**config.mk**
```make
export PLATFORM = sky130hd
export DESIGN_NAME = calendar_set_ctrl
export DESIGN_NICKNAME = d
export VERILOG_FILES = /design/src/rtl/cal_pkg.sv /design/src/rtl/cal_days_in_month.sv /design/src/rtl/calendar_set_ctrl.sv
export SDC_FILE = /design/constraint.sdc
export NUM_CORES = 1
export LEC_CHECK = 0
export ABC_AREA = 1
export CORE_MARGIN = 4
export CORE_UTILIZATION = 40
export CTS_CLUSTER_SIZE = 14
export DETAILED_ROUTE_END_ITERATION = 10
export PLACE_DENSITY = 0.7
export SLEW_MARGIN = 30
export SYNTH_ARGS = -nofsm -noshare
export SYNTH_HDL_FRONTEND = slang
export SYNTH_SLANG_ARGS = --single-unit
```
**constraint.sdc**
```tcl
create_clock -name clk -period 4.03 [get_ports clk]
set_clock_uncertainty 0.05 [all_clocks]
set_input_delay 0.403 -clock clk [delete_from_list [all_inputs] [get_ports clk]]
set_output_delay 0.403 -clock clk [all_outputs]
set_load 0.01 [all_outputs]
```
**src/rtl/cal_pkg.sv**
```systemverilog
// Shared types and constants for the calendar set controller and its helpers.
package cal_pkg;

    localparam int DATE_W    = 5;
    localparam int MONTH_W   = 4;
    localparam int YEAR_W    = 7;
    localparam int MONTH_MAX = 12;
    localparam int YEAR_MOD  = 100;

    typedef enum logic [2:0] {
        S_RUN        = 3'd0,
        S_EDIT_YEAR  = 3'd1,
        S_EDIT_MONTH = 3'd2,
        S_EDIT_DATE  = 3'd3,
        S_COMMIT     = 3'd4
    } state_t;

    typedef enum logic [1:0] {
        FIELD_NONE  = 2'd0,
        FIELD_YEAR  = 2'd1,
        FIELD_MONTH = 2'd2,
        FIELD_DATE  = 2'd3
    } field_t;

endpackage

```
**src/rtl/cal_days_in_month.sv**
```systemverilog
// Number of days in a month for years 2000..2099; also reused by the date counter's rollover.
module cal_days_in_month
    import cal_pkg::*;
(
    input  logic [MONTH_W-1:0] i_month,
    input  logic [YEAR_W-1:0]  i_year,
    output logic [DATE_W-1:0]  o_days
);

    // Within 2000..2099 every year divisible by four is a leap year, including 2000.
    always_comb begin
        case (i_month)
            4'd2:                      o_days = (i_year[1:0] == 2'b00) ? 5'd29 : 5'd28;
            4'd4, 4'd6, 4'd9, 4'd11:   o_days = 5'd30;
            default:                   o_days = 5'd31;
        endcase
    end

endmodule

```
**src/rtl/calendar_set_ctrl.sv**
```systemverilog
// Owns the calendar counters: rotates databus ownership in RUN and runs the
// year/month/date edit sequence that ends in one simultaneous load pulse.
module calendar_set_ctrl
    import cal_pkg::*;
#(
    parameter int SCAN_DIV  = 4,
    parameter int TIMEOUT   = 1000,
    parameter int BLINK_DIV = 8
) (
    input  logic               clk,
    input  logic               clear,
    input  logic               mode_btn,
    input  logic               up_btn,
    input  logic               down_btn,
    input  logic [DATE_W-1:0]  cur_date,
    input  logic [MONTH_W-1:0] cur_month,
    input  logic [YEAR_W-1:0]  cur_year,
    output logic               date_en,
    output logic               month_en,
    output logic               year_en,
    output logic               date_load,
    output logic               month_load,
    output logic               year_load,
    output logic [DATE_W-1:0]  date_data,
    output logic [MONTH_W-1:0] month_data,
    output logic [YEAR_W-1:0]  year_data,
    output logic [1:0]         edit_field,
    output logic               blink
);

    localparam int SCAN_W  = (SCAN_DIV  > 1) ? $clog2(SCAN_DIV)  : 1;
    localparam int IDLE_W  = (TIMEOUT   > 1) ? $clog2(TIMEOUT)   : 1;
    localparam int BLINK_W = (BLINK_DIV > 1) ? $clog2(BLINK_DIV) : 1;

    localparam logic [SCAN_W-1:0]  SCAN_LAST  = SCAN_W'(SCAN_DIV - 1);
    localparam logic [IDLE_W-1:0]  IDLE_LAST  = IDLE_W'(TIMEOUT - 1);
    localparam logic [BLINK_W-1:0] BLINK_LAST = BLINK_W'(BLINK_DIV - 1);

    // Enable vector is {date, month, year}.
    localparam logic [2:0] EN_DATE  = 3'b100;
    localparam logic [2:0] EN_MONTH = 3'b010;
    localparam logic [2:0] EN_YEAR  = 3'b001;
    localparam logic [2:0] EN_NONE  = 3'b000;

    localparam logic [YEAR_W-1:0]  YEAR_LAST  = YEAR_W'(YEAR_MOD - 1);
    localparam logic [MONTH_W-1:0] MONTH_LAST = MONTH_W'(MONTH_MAX);

    state_t               r_state;
    field_t               r_field;
    logic [2:0]           r_en;
    logic                 r_load;
    logic [SCAN_W-1:0]    r_scan;
    logic [IDLE_W-1:0]    r_idle;
    logic [BLINK_W-1:0]   r_blink_cnt;
    logic                 r_blink;
    logic [DATE_W-1:0]    r_date_data;
    logic [MONTH_W-1:0]   r_month_data;
    logic [YEAR_W-1:0]    r_year_data;

    logic                 w_up;
    logic                 w_down;
    logic [DATE_W-1:0]    w_days;

    assign w_up   = up_btn & ~down_btn;
    assign w_down = down_btn & ~up_btn;

    cal_days_in_month u_days (
        .i_month (r_month_data),
        .i_year  (r_year_data),
        .o_days  (w_days)
    );

    always_ff @(posedge clk or posedge clear) begin
        if (clear) begin
            r_state      <= S_RUN;
            r_field      <= FIELD_NONE;
            r_en         <= EN_DATE;
            r_load       <= 1'b0;
            r_scan       <= '0;
            r_idle       <= '0;
            r_blink_cnt  <= '0;
            r_blink      <= 1'b0;
            r_date_data  <= DATE_W'(1);
            r_month_data <= MONTH_W'(1);
            r_year_data  <= '0;
        end else begin
            r_load <= 1'b0;
            case (r_state)
                S_RUN: begin
                    if (mode_btn) begin
                        r_state      <= S_EDIT_YEAR;
                        r_field      <= FIELD_YEAR;
                        r_en         <= EN_YEAR;
                        r_idle       <= '0;
                        r_blink_cnt  <= '0;
                        r_blink      <= 1'b0;
                        r_date_data  <= cur_date;
                        r_month_data <= cur_month;
                        r_year_data  <= cur_year;
                    end else if (r_scan == SCAN_LAST) begin
                        r_scan <= '0;
                        r_en   <= {r_en[0], r_en[2:1]};
                    end else begin
                        r_scan <= r_scan + SCAN_W'(1);
                    end
                end
                S_EDIT_YEAR, S_EDIT_MONTH, S_EDIT_DATE: begin
                    if (r_blink_cnt == BLINK_LAST) begin
                        r_blink_cnt <= '0;
                        r_blink     <= ~r_blink;
                    end else begin
                        r_blink_cnt <= r_blink_cnt + BLINK_W'(1);
                    end
                    // Later assignments below override the blink update on state changes.
                    if (mode_btn) begin
                        r_idle      <= '0;
                        r_blink_cnt <= '0;
                        r_blink     <= 1'b0;
                        case (r_state)
                            S_EDIT_YEAR: begin
                                r_state <= S_EDIT_MONTH;
                                r_field <= FIELD_MONTH;
                                r_en    <= EN_MONTH;
                            end
                            S_EDIT_MONTH: begin
                                r_state <= S_EDIT_DATE;
                                r_field <= FIELD_DATE;
                                r_en    <= EN_DATE;
                                if (r_date_data > w_days)
                                    r_date_data <= w_days;
                            end
                            default: begin
                                r_state <= S_COMMIT;
                                r_field <= FIELD_NONE;
                                r_en    <= EN_NONE;
                                r_load  <= 1'b1;
                            end
                        endcase
                    end else if (w_up || w_down) begin
                        r_idle <= '0;
                        case (r_state)
                            S_EDIT_YEAR: begin
                                if (w_up)
                                    r_year_data <= (r_year_data == YEAR_LAST) ? '0 : r_year_data + YEAR_W'(1);
                                else
                                    r_year_data <= (r_year_data == '0) ? YEAR_LAST : r_year_data - YEAR_W'(1);
                            end
                            S_EDIT_MONTH: begin
                                if (w_up)
                                    r_month_data <= (r_month_data >= MONTH_LAST) ? MONTH_W'(1) : r_month_data + MONTH_W'(1);
                                else
                                    r_month_data <= (r_month_data <= MONTH_W'(1)) ? MONTH_LAST : r_month_data - MONTH_W'(1);
                            end
                            default: begin
                                if (w_up)
                                    r_date_data <= (r_date_data >= w_days) ? DATE_W'(1) : r_date_data + DATE_W'(1);
                                else
                                    r_date_data <= (r_date_data <= DATE_W'(1)) ? w_days : r_date_data - DATE_W'(1);
                            end
                        endcase
                    end else if (r_idle == IDLE_LAST) begin
                        r_state     <= S_RUN;
                        r_field     <= FIELD_NONE;
                        r_en        <= EN_DATE;
                        r_scan      <= '0;
                        r_idle      <= '0;
                        r_blink_cnt <= '0;
                        r_blink     <= 1'b0;
                    end else begin
                        r_idle <= r_idle + IDLE_W'(1);
                    end
                end
                S_COMMIT: begin
                    r_state <= S_RUN;
                    r_field <= FIELD_NONE;
                    r_en    <= EN_DATE;
                    r_scan  <= '0;
                end
                default: begin
                    r_state <= S_RUN;
                    r_field <= FIELD_NONE;
                    r_en    <= EN_DATE;
                    r_scan  <= '0;
                end
            endcase
        end
    end

    assign date_en    = r_en[2];
    assign month_en   = r_en[1];
    assign year_en    = r_en[0];
    assign date_load  = r_load;
    assign month_load = r_load;
    assign year_load  = r_load;
    assign date_data  = r_date_data;
    assign month_data = r_month_data;
    assign year_data  = r_year_data;
    assign edit_field = r_field;
    assign blink      = r_blink;

endmodule

```
[Word level (Yosys, flattened, before mapping)]
Index checks and enable logic that the tools add are counted.
Word-level totals
  output and inout bits: 25
  bits of input ports: 21
  bits in registers: 41
  logic and storage cells: 143
Cells by class
  reduce and logical (&&, ||, !) cells: 15
  muxes and demuxes: 71
  equality and inequality tests: 27
  $lt $le $gt $ge: 5
  bitwise gates (word level): 5
  add/sub/neg operators: 9
Operators with widths (number)
  $mux W7: 7
  $mux W5: 9
  $mux W3: 14
  $mux W10: 4
  $pmux W3 S2: 5
  $mux W4: 7
  $ne A3 B3 Y1 const B: 7
  $pmux W10 S2: 1
  $pmux W5 S2: 2
  $ne A2 B2 Y1 const B: 8
  $mux W2: 7
  $pmux W7 S2: 1
  $pmux W2 S2: 3
  $add A10 B1 Y10 const B: 1
  $eq A10 B10 Y1 const B: 1
  $reduce_and A5 Y1: 2
  $mux W1: 9
  $eq A4 B3 Y1 const B: 2
  $eq A4 B4 Y1 const B: 2
  $pmux W4 S2: 1
  $add A7 B1 Y7 const B: 1
  $eq A7 B7 Y1 const B: 1
  $logic_not A7 Y1: 1
  $sub A7 B1 Y7 const B: 1
  other kinds (30): 35

[Longest topological paths before layout]
Gate-level depths: netlist (run 1).
  word-level depth: 10
  gate-level depth with buffers: 19

[Cells and area by module]
Synthesis (run 1) repeated with hierarchy kept, for this count alone.
Unflattened totals
  cells, all modules: 459
  area total of the unflattened synthesis: 3174.3 sq um
By module, submodules not included
  calendar_set_ctrl: cells an instance 442, area each 3094.2 sq um, times used 1
  cal_days_in_month: cells an instance 17, area each 80.1 sq um, times used 1

[Worst setup path before layout (run 1)]
No wires, ideal clock.
  path kind: register to register
  from: register r_month_data[0], in the netlist month_data[0]
  to: register r_date_data[1], in the netlist date_data[1]
  setup slack: 1.899 ns
  period minus slack after synthesis: 2.131 ns
  arrival time: 2.004 ns
  required time: 3.903 ns
  library setup time: 0.077 ns
  path buffers: 0
  cell stages (with the launch flop): 18
  path through: dfstp_2 -> inv_1 -> ha_1 -> inv_1 -> nand2_1 -> nand2_1 -> nand3_1 -> inv_1 -> ha_1 -> nand2_1 -> inv_1 -> nand2_1 -> nand3_1 -> inv_1 -> nand2_1 -> nand2_1 -> nand2_1 -> a21oi_1
On the way
  cells in the longest elaborated chain, start to end: 10
RTL lines
  start: declaration: RTL line calendar_set_ctrl.sv:57  | logic [MONTH_W-1:0] r_month_data;
  start signal: assignment: RTL line calendar_set_ctrl.sv:98  | r_month_data <= cur_month;
  start signal: assignment: RTL line calendar_set_ctrl.sv:150  | r_month_data <= (r_month_data >= MONTH_LAST) ? MONTH_W'(1) : r_month_data + MONTH_W'(1);
  start signal: assignment: RTL line calendar_set_ctrl.sv:152  | r_month_data <= (r_month_data <= MONTH_W'(1)) ? MONTH_LAST : r_month_data - MONTH_W'(1);
  $eq A4 B3 Y1 / $eq A4 B4 Y1 (equally long branches): RTL line cal_days_in_month.sv:12  | case (i_month)
  $reduce_or A4 Y1: RTL line cal_days_in_month.sv:12
  $pmux W5 S2 (*): RTL line cal_days_in_month.sv:12
  $ge A5 B5 Y1: RTL line calendar_set_ctrl.sv:156  | r_date_data <= (r_date_data >= w_days) ? DATE_W'(1) : r_date_data + DATE_W'(1);
  $mux W5: RTL line calendar_set_ctrl.sv:156
  $mux W5: RTL line calendar_set_ctrl.sv:155  | if (w_up)
  $mux W5: RTL line calendar_set_ctrl.sv:141  | case (r_state)
  $mux W5: RTL line calendar_set_ctrl.sv:139  | end else if (w_up || w_down) begin
  $mux W5: RTL line calendar_set_ctrl.sv:115  | if (mode_btn) begin
  $pmux W5 S2: RTL line calendar_set_ctrl.sv:88  | case (r_state)
  end signal: assignment: RTL line calendar_set_ctrl.sv:97  | r_date_data <= cur_date;
  end signal: assignment: RTL line calendar_set_ctrl.sv:130  | r_date_data <= w_days;
  end signal: assignment: RTL line calendar_set_ctrl.sv:156
  end: declaration: RTL line calendar_set_ctrl.sv:56  | logic [DATE_W-1:0] r_date_data;
Every way passes the cells marked *; elsewhere a longest branch is shown, timed or not. The select of a mux whose other input is x is not followed.
A chain may end at the register's enable or synchronous reset.

[Worst setup path after layout (run 1)]
Ends and elaborated chain as after synthesis.

==> results of run 1 <==
[kinds of logic after synthesis]
| kind of cell | Yosys count | share of synthesized area |
|---|---|---|
| AND/OR/NAND/NOR | 239 | 0.346 |
| flip-flops | 39 | 0.332 |
| adder cells (fa/ha/maj) | 16 | 0.0679 |
| AO/OA/AOI/OAI | 57 | 0.107 |
| XOR/XNOR | 18 | 0.0534 |
| buffers and inverters | 65 | 0.0933 |
[cell usage in the layout (no fill, tap or decap), types with 3 or more instances in the layout]
cell type,synthesis,layout
nor2_2,3,3
xnor2_1,4,4
xor2_1,14,14
a21oi_1,13,13
nor3_1,7,7
o21ai_0,32,32
dfrtp_1,36,36
nand2_2,5,5
inv_2,7,7
nand2_1,110,110
o211ai_1,3,3
nand3_1,40,40
dfstp_2,3,3
inv_1,45,45
nor2_1,61,61
o21ai_1,3,3
clkbuf_8,0,5
clkdlybuf4s50_1,0,45
ha_1,16,16
nand4_1,6,6
[metrics by stage]
| step | area (µm²) | setup slack (ns) | hold WS, ns |
|---|---|---|---|
| final | 3580 | 1.64 | 0.431 |
| after CTS | 3580 | 1.64 | 0.436 |
| after floorplan | 2950 | 1.90 | 0.407 |
| after global routing | 3580 | 1.41 | 0.468 |
| after global placement | 3460 | 1.71 | 0.421 |
| after detailed placement | 3460 | 1.67 | 0.421 |
[state kept, by name, indices dropped and copies added, names as in the netlist]
signal / cells
r_en: 3
date_data: 5
month_data: 4
blink: 1
date_load: 1
r_blink_cnt: 3
r_scan: 2
r_state: 3
year_data: 7
r_idle: 10
[critical path, delay by kind of cell (launching register included)]
kind / cells / cell delay (ns)
compound gates: 1 / 0.13
fa+ha+maj: 2 / 0.46
buf+inv: 5 / 0.39
flops: 1 / 0.60
simple gates: 9 / 0.68
[power groups by stage]
stage	combinational [mW]	sequential, mW	clock [mW]
5_1_grt	1.87	0.786	0.368
6_report	1.64	0.758	0.335
3_3_place_gp	1.61	0.756	0
4_1_cts	1.64	0.755	0.349
2_1_floorplan	1.17	0.732	0
3_5_place_dp	1.63	0.763	0
[layout make-up]
class / count / share of cell area
clock buffers: 5 / 0.0192
clock inverters: 3 / 0.0133
inverters: 52 / 0.0546
multi-input cells: 330 / 0.474
flip-flops and latches: 39 / 0.274
well taps: 99 / 0.0346
repair buffers: 47 / 0.130
[metal layers]
metal,GRT usage,up-vias
met5,0,-
met1,0.227,1275
li1,-,1474
met4,0.0529,0
met3,0.0361,8
met2,0.268,72
[worst max-delay path by stage]
stage	start	depth (start not counted)	slack [ns]	endpoint
2_1_floorplan	month_data[0]	17	1.90	date_data[1]
3_3_place_gp	month_data[0]	17	1.71	date_data[1]
3_5_place_dp	month_data[0]	17	1.67	date_data[1]
4_1_cts	month_data[0]	17	1.64	date_data[1]
5_1_grt	month_data[0]	17	1.41	date_data[1]
6_report	month_data[0]	17	1.64	date_data[1]
==> impl_metrics.ini, run 1 <==
[synth]
yosysWarnings = 0
synth_nets = 471
synthArstFlopShare = 1.00
synth_most_common_cell = nand2_1
synth_flop_cell = dfrtp_1
seq_area_frac_synth = 0.332
synth-seq-cells = 39
synth_commonest_cells = 110 x nand2_1, 61 x nor2_1, 45 x inv_1
synth_area_um2 = 2950
netlist_instances = 434
syn_area_per_cell_um2 = 6.80
synth_area_leader_cell = dfrtp_1
synth_enable_flop_cells = 0
yosys-top-cells-area = dfrtp_1 31%, nand2_1 14%, nor2_1 7.8%, ha_1 6.8%, nand3_1 6.8%
yosysTopAreaCellShare = 0.305
synth_cell_type_count = 34

[route]
drt_pass1_iterations = 4
drtAntennaViolNets = 0
viasPerCell = 4.92
num_vias = 2829
wl_per_cell_um = 12.2
top_layer_used = met4
drt_wl_total_mm = 7.04
dr_wl_met3_um = 372
drt-initial-drc-count = 117
drcViolationCount = 0
wl_met1_mm = 3.45
wl_met2_mm = 3.13

[pwr]
switching_share = 0.487
p_seq_frac = 0.278
intPower_mw = 1.40
p_switching_mw = 1.33
finalPower_mw = 2.73
clock_power_share = 0.123
powerDensity_nw_per_um2 = 763
combPwrFrac = 0.599
power.leakage_nw = 1.71
vdd_drop_max_uv = 406

[clock_tree]
cts_setup_buffers = 0
ctsHoldBuffers = 0
ctsRootBufferMaster = clkbuf_8
cts_tree = yes
path_clk_slew_ns = 0.08
clkLatencyLatePin_ns = 0.29
cts_sinks = 39
htreeDepth = 2
numCtsBuffers = 5
cts_buffer_depth = 2
cts_resized = 0

[placed_design]
dp.cells = 567
io_buffers = 45
gp_congestion = 0.896
dp_hpwl_mm = 5.41

[floorplanning]
rows = 31
die_w_um = 93.9
start_util = 0.409
die_height_um = 93.9
die-area_um2 = 8810
core_um2 = 7210
io_pins = 46

[global_routing]
grt_start_max_net_pins = 40
antenna_found_initial = 0
grt_first_pass_wirelength_mm = 12.0
grtUsageTotal = 0.168
grt_overflow = 0
grt_pass1_vias = 2653

[worst_setup_path]
end_kind = register
reg2regPathDepth = 17
crit_type = reg2reg
cp_common_cell = nand2_1
reg2reg_to = date_data[1]
crit_chain = inv_1, ha_1, inv_1, nand2_1, nand2_1, nand3_1, inv_1, ha_1, nand2_1, inv_1, nand2_1, nand3_1, inv_1, nand2_1, nand2_1, nand2_1, a21oi_1
crit_arrival_ns = 2.56
cp.required_ns = 4.20
worst-path-max-fanout = 6
worstSetupStartpointType = register
ff2ff_setup_slack_ns = 1.64
slowest_stage = dfstp_2
r2r-start = month_data[0]
cpPeakStageDelay_ns = 0.60

[finish]
utilization = 0.496
multi_input_area_um2 = 1700
drive_above_1_share = 0.0714
fillers = 731
n_antenna_cell = 0
area_growth_pct = 21.2
fin_cells = 575
num-nets-final = 512
seqCellArea_um2 = 980

[sta]
hold_violations = 0
period_needed_ns = 2.39
tns_ns = 0
timing.fmax_mhz = 419
rsz0062_at_grt = false
setup_violations = 0
max_slew_margin = 0.668
fin_crit_sh = 0.592
worstMarginPinSlew_ns = 0.498
report.final.slew_viol_count = 0

[outcome]
status = finished, final reports clean

[job]
cap_violations = 0

[hold_path]
min_path_cells = 2
hold_path_class = reg2reg
min_to = r_en[2]
hp-start = r_en[2]
Note: power is estimated with default switching activity, not from simulation.
==> run 2, diff against run 1 <==
==> constraint.sdc (replaced) <==
create_clock -name clk -period 2.3 [get_ports clk]
set_clock_uncertainty 0.05 [all_clocks]
set_input_delay 0.23 -clock clk [delete_from_list [all_inputs] [get_ports clk]]
set_output_delay 0.23 -clock clk [all_outputs]
set_load 0.01 [all_outputs]
==> impl_metrics.ini, run 2 (synthesized netlist as in run 1, its figures left out) <==
[outcome]
status = finished, final reports clean

[floorplanning]
start_util = 0.409
io_pins = 46
rows = 31
die_w_um = 93.9
die-area_um2 = 8810
die_height_um = 93.9
core_um2 = 7210

[finish]
area_growth_pct = 29.5
fillers = 697
largest_reg_flops = 10
mostFrequentLayoutCells = 102 x nand2_1, 57 x nor2_1, 45 x clkdlybuf4s50_1
layout_commonest_cell = nand2_1
num-nets-final = 523
n_antenna_cell = 0
drive_above_1_share = 0.158
regMostFlops = r_idle
fin_cells = 586

[pwr]
finalPower_mw = 5.21
powerDensity_nw_per_um2 = 1360
vdd_drop_max_uv = 506
power.leakage_nw = 1.77

[clock_tree]
cts_tree = yes
clkLatencyLatePin_ns = 0.30
ctsHoldBuffers = 0
numCtsBuffers = 5
path_clk_slew_ns = 0.09
cts_sinks = 39
ctsRootBufferMaster = clkbuf_8
cts_buffer_depth = 2
htreeDepth = 2

[worst_setup_path]
crit_arrival_ns = 2.40
cp.required_ns = 2.44
crit_type = reg2reg
worstSetupStartpointType = register
end_kind = register
worst-path-max-fanout = 8

[global_routing]
grt_busiest_layer = met2
grt_start_max_net_pins = 40
use_met3 = 0.0313
grt_overflow = 0
grt_first_pass_wirelength_mm = 12.7
grt_use_met1 = 0.242
grt_pass1_vias = 2766
antenna_found_initial = 0
use_met2 = 0.284
grtUsageTotal = 0.177

[route]
wl_per_cell_um = 12.9
drt_wl_total_mm = 7.56
drtAntennaViolNets = 0
viasPerCell = 5.04
drt_pass1_iterations = 4
drcViolationCount = 0
num_vias = 2952
drt-initial-drc-count = 198

[sta]
setup_violations = 0
timing.fmax_mhz = 442
fin_crit_sh = 0.983
rsz0062_at_grt = true
report.final.slew_viol_count = 0
setup_ws_ns = 0.0397
worstMarginPinSlew_ns = 0.528
period_needed_ns = 2.26
hold_violations = 0
max_slew_margin = 0.646

[placed_design]
gp_congestion = 0.924
io_buffers = 45
dp.cells = 573
dp_hpwl_mm = 5.49
dp_slack_ns = 0.0177

[job]
cap_violations = 0

[hold_path]
hold_path_class = in2async
-- run 2: changes by cell type in the layout (fill, tap and decap cells not counted), sizes merged --
cell	previous run	this run
buf	2	13
clkbuf	5	6
inv	53	52
-- run 2: final cells by class --
cell class                 count  area (µm²)  area share
inverter                      52         200      0.0524
clock inverter                 2        35.0     0.00917
clock buffer                   6        82.6      0.0216
sequential                    39         982       0.257
multi-input combinational    330        1850       0.484
tap                           99         124      0.0324
timing repair buffer          58         548       0.143
-- run 2: what timing repair did --
item	CTS	global route
resized for setup	0	45
endpoints found under the setup margin	2	5
pin swaps	0	11
gates cloned	0	0
buffers inserted	1	4
-- run 2: final timing paths --
path	start	endpoint	slack, ns	depth (start not counted)
min in group clk	r_en[2]	r_en[2]	0.43	2
max in group asynchronous	clear	r_en[2]	1.52	3
worst max register to register	month_data[0]	date_data[1]	0.04	14
worst min register to register	r_en[2]	r_en[2]	0.43	2
worst max-delay path	month_data[0]	date_data[1]	0.04	14
worst min-delay path	clear	year_data[2]	0.30	3
-- run 2: metal layers --
layer / part of all wire / wire length (µm) / vias to the layer above
li1: - / - / 1494
met1: 0.47 / 3560 / 1358
met2: 0.47 / 3550 / 93
met3: 0.049 / 367 / 7
met4: 0.010 / 77 / 0
met5: 0 / 0 / -
-- run 2: per-stage QoR --
step            util  cell area, µm²  setup TNS [ns]  hold WS [ns]
5_1_grt        0.530            3820          -0.306         0.361
3_5_place_dp   0.486            3500               0         0.417
2_1_floorplan      -            2950               0         0.297
6_report       0.530            3820               0         0.295
3_3_place_gp   0.486            3500               0         0.419
4_1_cts        0.503            3630               0         0.325
-- run 2: critical path, stage by stage, from the launching register on --
cell and delay [ns]:
dfstp_2 0.65, inv_4 0.08, ha_4 0.18, inv_4 0.05
nor3_2 0.04, ha_1 0.30, nand2_1 0.06, nand2_1 0.07
nand2_2 0.08, nor2_2 0.13, nand2_2 0.08, nand2_4 0.10
nand2_8 0.08, nor2_2 0.12, a21oi_2 0.06
-- run 2: where the power goes --
group          total (mW)  internal [mW]  leakage [nW]  switching, mW
logic                3.26           1.37          1.22           1.88
clock network       0.614          0.352        0.0612          0.262
registers            1.34          0.957         0.495          0.380
total                5.21           2.68          1.77           2.53
==> run 3, diff against run 2 <==
--- a/config.mk
+++ b/config.mk
@@ -10,6 +10,7 @@
 export CORE_UTILIZATION = 40
 export CTS_CLUSTER_SIZE = 14
 export DETAILED_ROUTE_END_ITERATION = 10
+export GPL_ROUTABILITY_DRIVEN = 0
 export PLACE_DENSITY = 0.7
 export SLEW_MARGIN = 30
 export SYNTH_ARGS = -nofsm -noshare
==> impl_metrics.ini, run 3 (synthesized netlist as in run 1, its figures left out) <==
[clock_tree]
ctsHoldBuffers = 0
cts_buffer_depth = 2
cts_sinks = 39
numCtsBuffers = 5
path_clk_slew_ns = 0.09
ctsRootBufferMaster = clkbuf_8
cts_tree = yes
htreeDepth = 2
clkLatencyLatePin_ns = 0.30

[finish]
drive_above_1_share = 0.142
largest_reg_flops = 10
num-nets-final = 522
mostFrequentLayoutCells = 105 x nand2_1, 57 x nor2_1, 45 x clkdlybuf4s50_1
layout_commonest_cell = nand2_1
area_growth_pct = 28.2
utilization = 0.524
n_antenna_cell = 0
regMostFlops = r_idle
fin_cells = 585

[global_routing]
grt_start_max_net_pins = 40
antenna_found_initial = 0
grt_overflow = 0
grtUsageTotal = 0.173
grt_first_pass_wirelength_mm = 12.3
grt_pass1_vias = 2713

[sta]
report.final.slew_viol_count = 0
max_slew_margin = 0.637
timing.fmax_mhz = 450
period_needed_ns = 2.22
rsz0062_at_grt = true
setup_violations = 0
worstMarginPinSlew_ns = 0.541
fin_crit_sh = 0.967
hold_violations = 0

[placed_design]
dp_hpwl_mm = 5.40
dp.cells = 572
io_buffers = 45

[route]
drt_wl_total_mm = 7.36
drt_pass1_iterations = 5
viasPerCell = 5.05
drtAntennaViolNets = 0
drt-initial-drc-count = 151
wl_per_cell_um = 12.6
drcViolationCount = 0
num_vias = 2953

[worst_setup_path]
crit_type = reg2reg
cp.required_ns = 2.43
worst-path-max-fanout = 8
crit_arrival_ns = 2.36
worstSetupStartpointType = register
end_kind = register

[pwr]
power.leakage_nw = 1.77
powerDensity_nw_per_um2 = 1360
vdd_drop_max_uv = 552

[floorplanning]
die_w_um = 93.9
die-area_um2 = 8810
io_pins = 46
die_height_um = 93.9
rows = 31
core_um2 = 7210
start_util = 0.409

[hold_path]
hold_path_class = in2async

[job]
cap_violations = 0

[outcome]
status = finished, final reports clean
-- run 3: cell types whose count changed in the layout (fill, tap and decap cells not counted), moves of 2 or more --
cell,change
inv_2,-2
nand2_2,-2
inv_1,+2
nand3_2,+2
nand2_1,+3
nand3_4,-2
-- run 3: where the power goes --
part | total [mW] | switching [mW] | leakage (nW) | internal, mW
Sequential | 1.31 | 0.360 | 0.496 | 0.955
Combinational | 3.22 | 1.86 | 1.21 | 1.35
Clock | 0.627 | 0.270 | 0.0618 | 0.357
-- run 3: area by class of cell --
cell class | count | area, µm²
Tap cell | 99 | 124
Timing Repair Buffer | 57 | 541
Multi-Input combinational cell | 330 | 1820
Clock inverter | 2 | 38.8
Clock buffer | 6 | 82.6
Sequential cell | 39 | 981
Fill cell | 715 | 3430
Inverter | 52 | 200
-- run 3: timing repair --
action / 4_1_cts / 5_1_grt
gates cloned: 0 / 0
gates resized for setup: 1 / 34
endpoints found under the hold margin: 0 / 0
endpoints found under the setup margin: 1 / 5
setup buffers: 1 / 4
pin swaps: 0 / 16
-- run 3: layer usage --
metal / track usage / part of all wire / up-vias
met5: 0 / 0 / -
met4: 0.0650 / 0.018 / 0
met3: 0.0296 / 0.065 / 12
met2: 0.266 / 0.46 / 99
met1: 0.242 / 0.46 / 1354
li1: - / - / 1488
-- run 3: path summary, 6_finish.rpt --
kind / from / endpoint / slack, ns / cells past startpoint
setup / recovery: month_data[0] / date_data[1] / 0.08 / 14
hold / removal: clear / year_data[0] / 0.30 / 3
setup reg to reg: month_data[0] / date_data[1] / 0.08 / 14
hold reg to reg: r_en[2] / r_en[2] / 0.43 / 2
max in group asynchronous: clear / month_data[1] / 1.52 / 3
min in group clk: r_en[2] / r_en[2] / 0.43 / 2
-- run 3: through the flow --
step           worst slack [ns]  hold WS [ns]  cell area, µm²  power [mW]  setup TNS, ns
2_1_floorplan             0.169         0.297            2950        3.33              0
3_3_place_gp             0.0917         0.420            3500        4.17              0
3_5_place_dp           -0.00795         0.426            3500        4.23       -0.00795
4_1_cts                 0.00997         0.323            3630        4.90              0
5_1_grt                 -0.0581         0.371            3780        5.65         -0.219
6_report                 0.0753         0.303            3780        5.16              0
-- run 3: worst max-delay path, stage by stage (launching register included) --
cell and delay (ns):
dfstp_2 0.65, inv_4 0.08, ha_4 0.17, inv_4 0.06, nor3_4 0.04, ha_1 0.32, nand2_2 0.05, nand2_2 0.07
nand2_2 0.06, nor2_2 0.11, nand2_1 0.07, nand2_2 0.11, nand2_4 0.10, nor2_4 0.13, a21oi_2 0.06
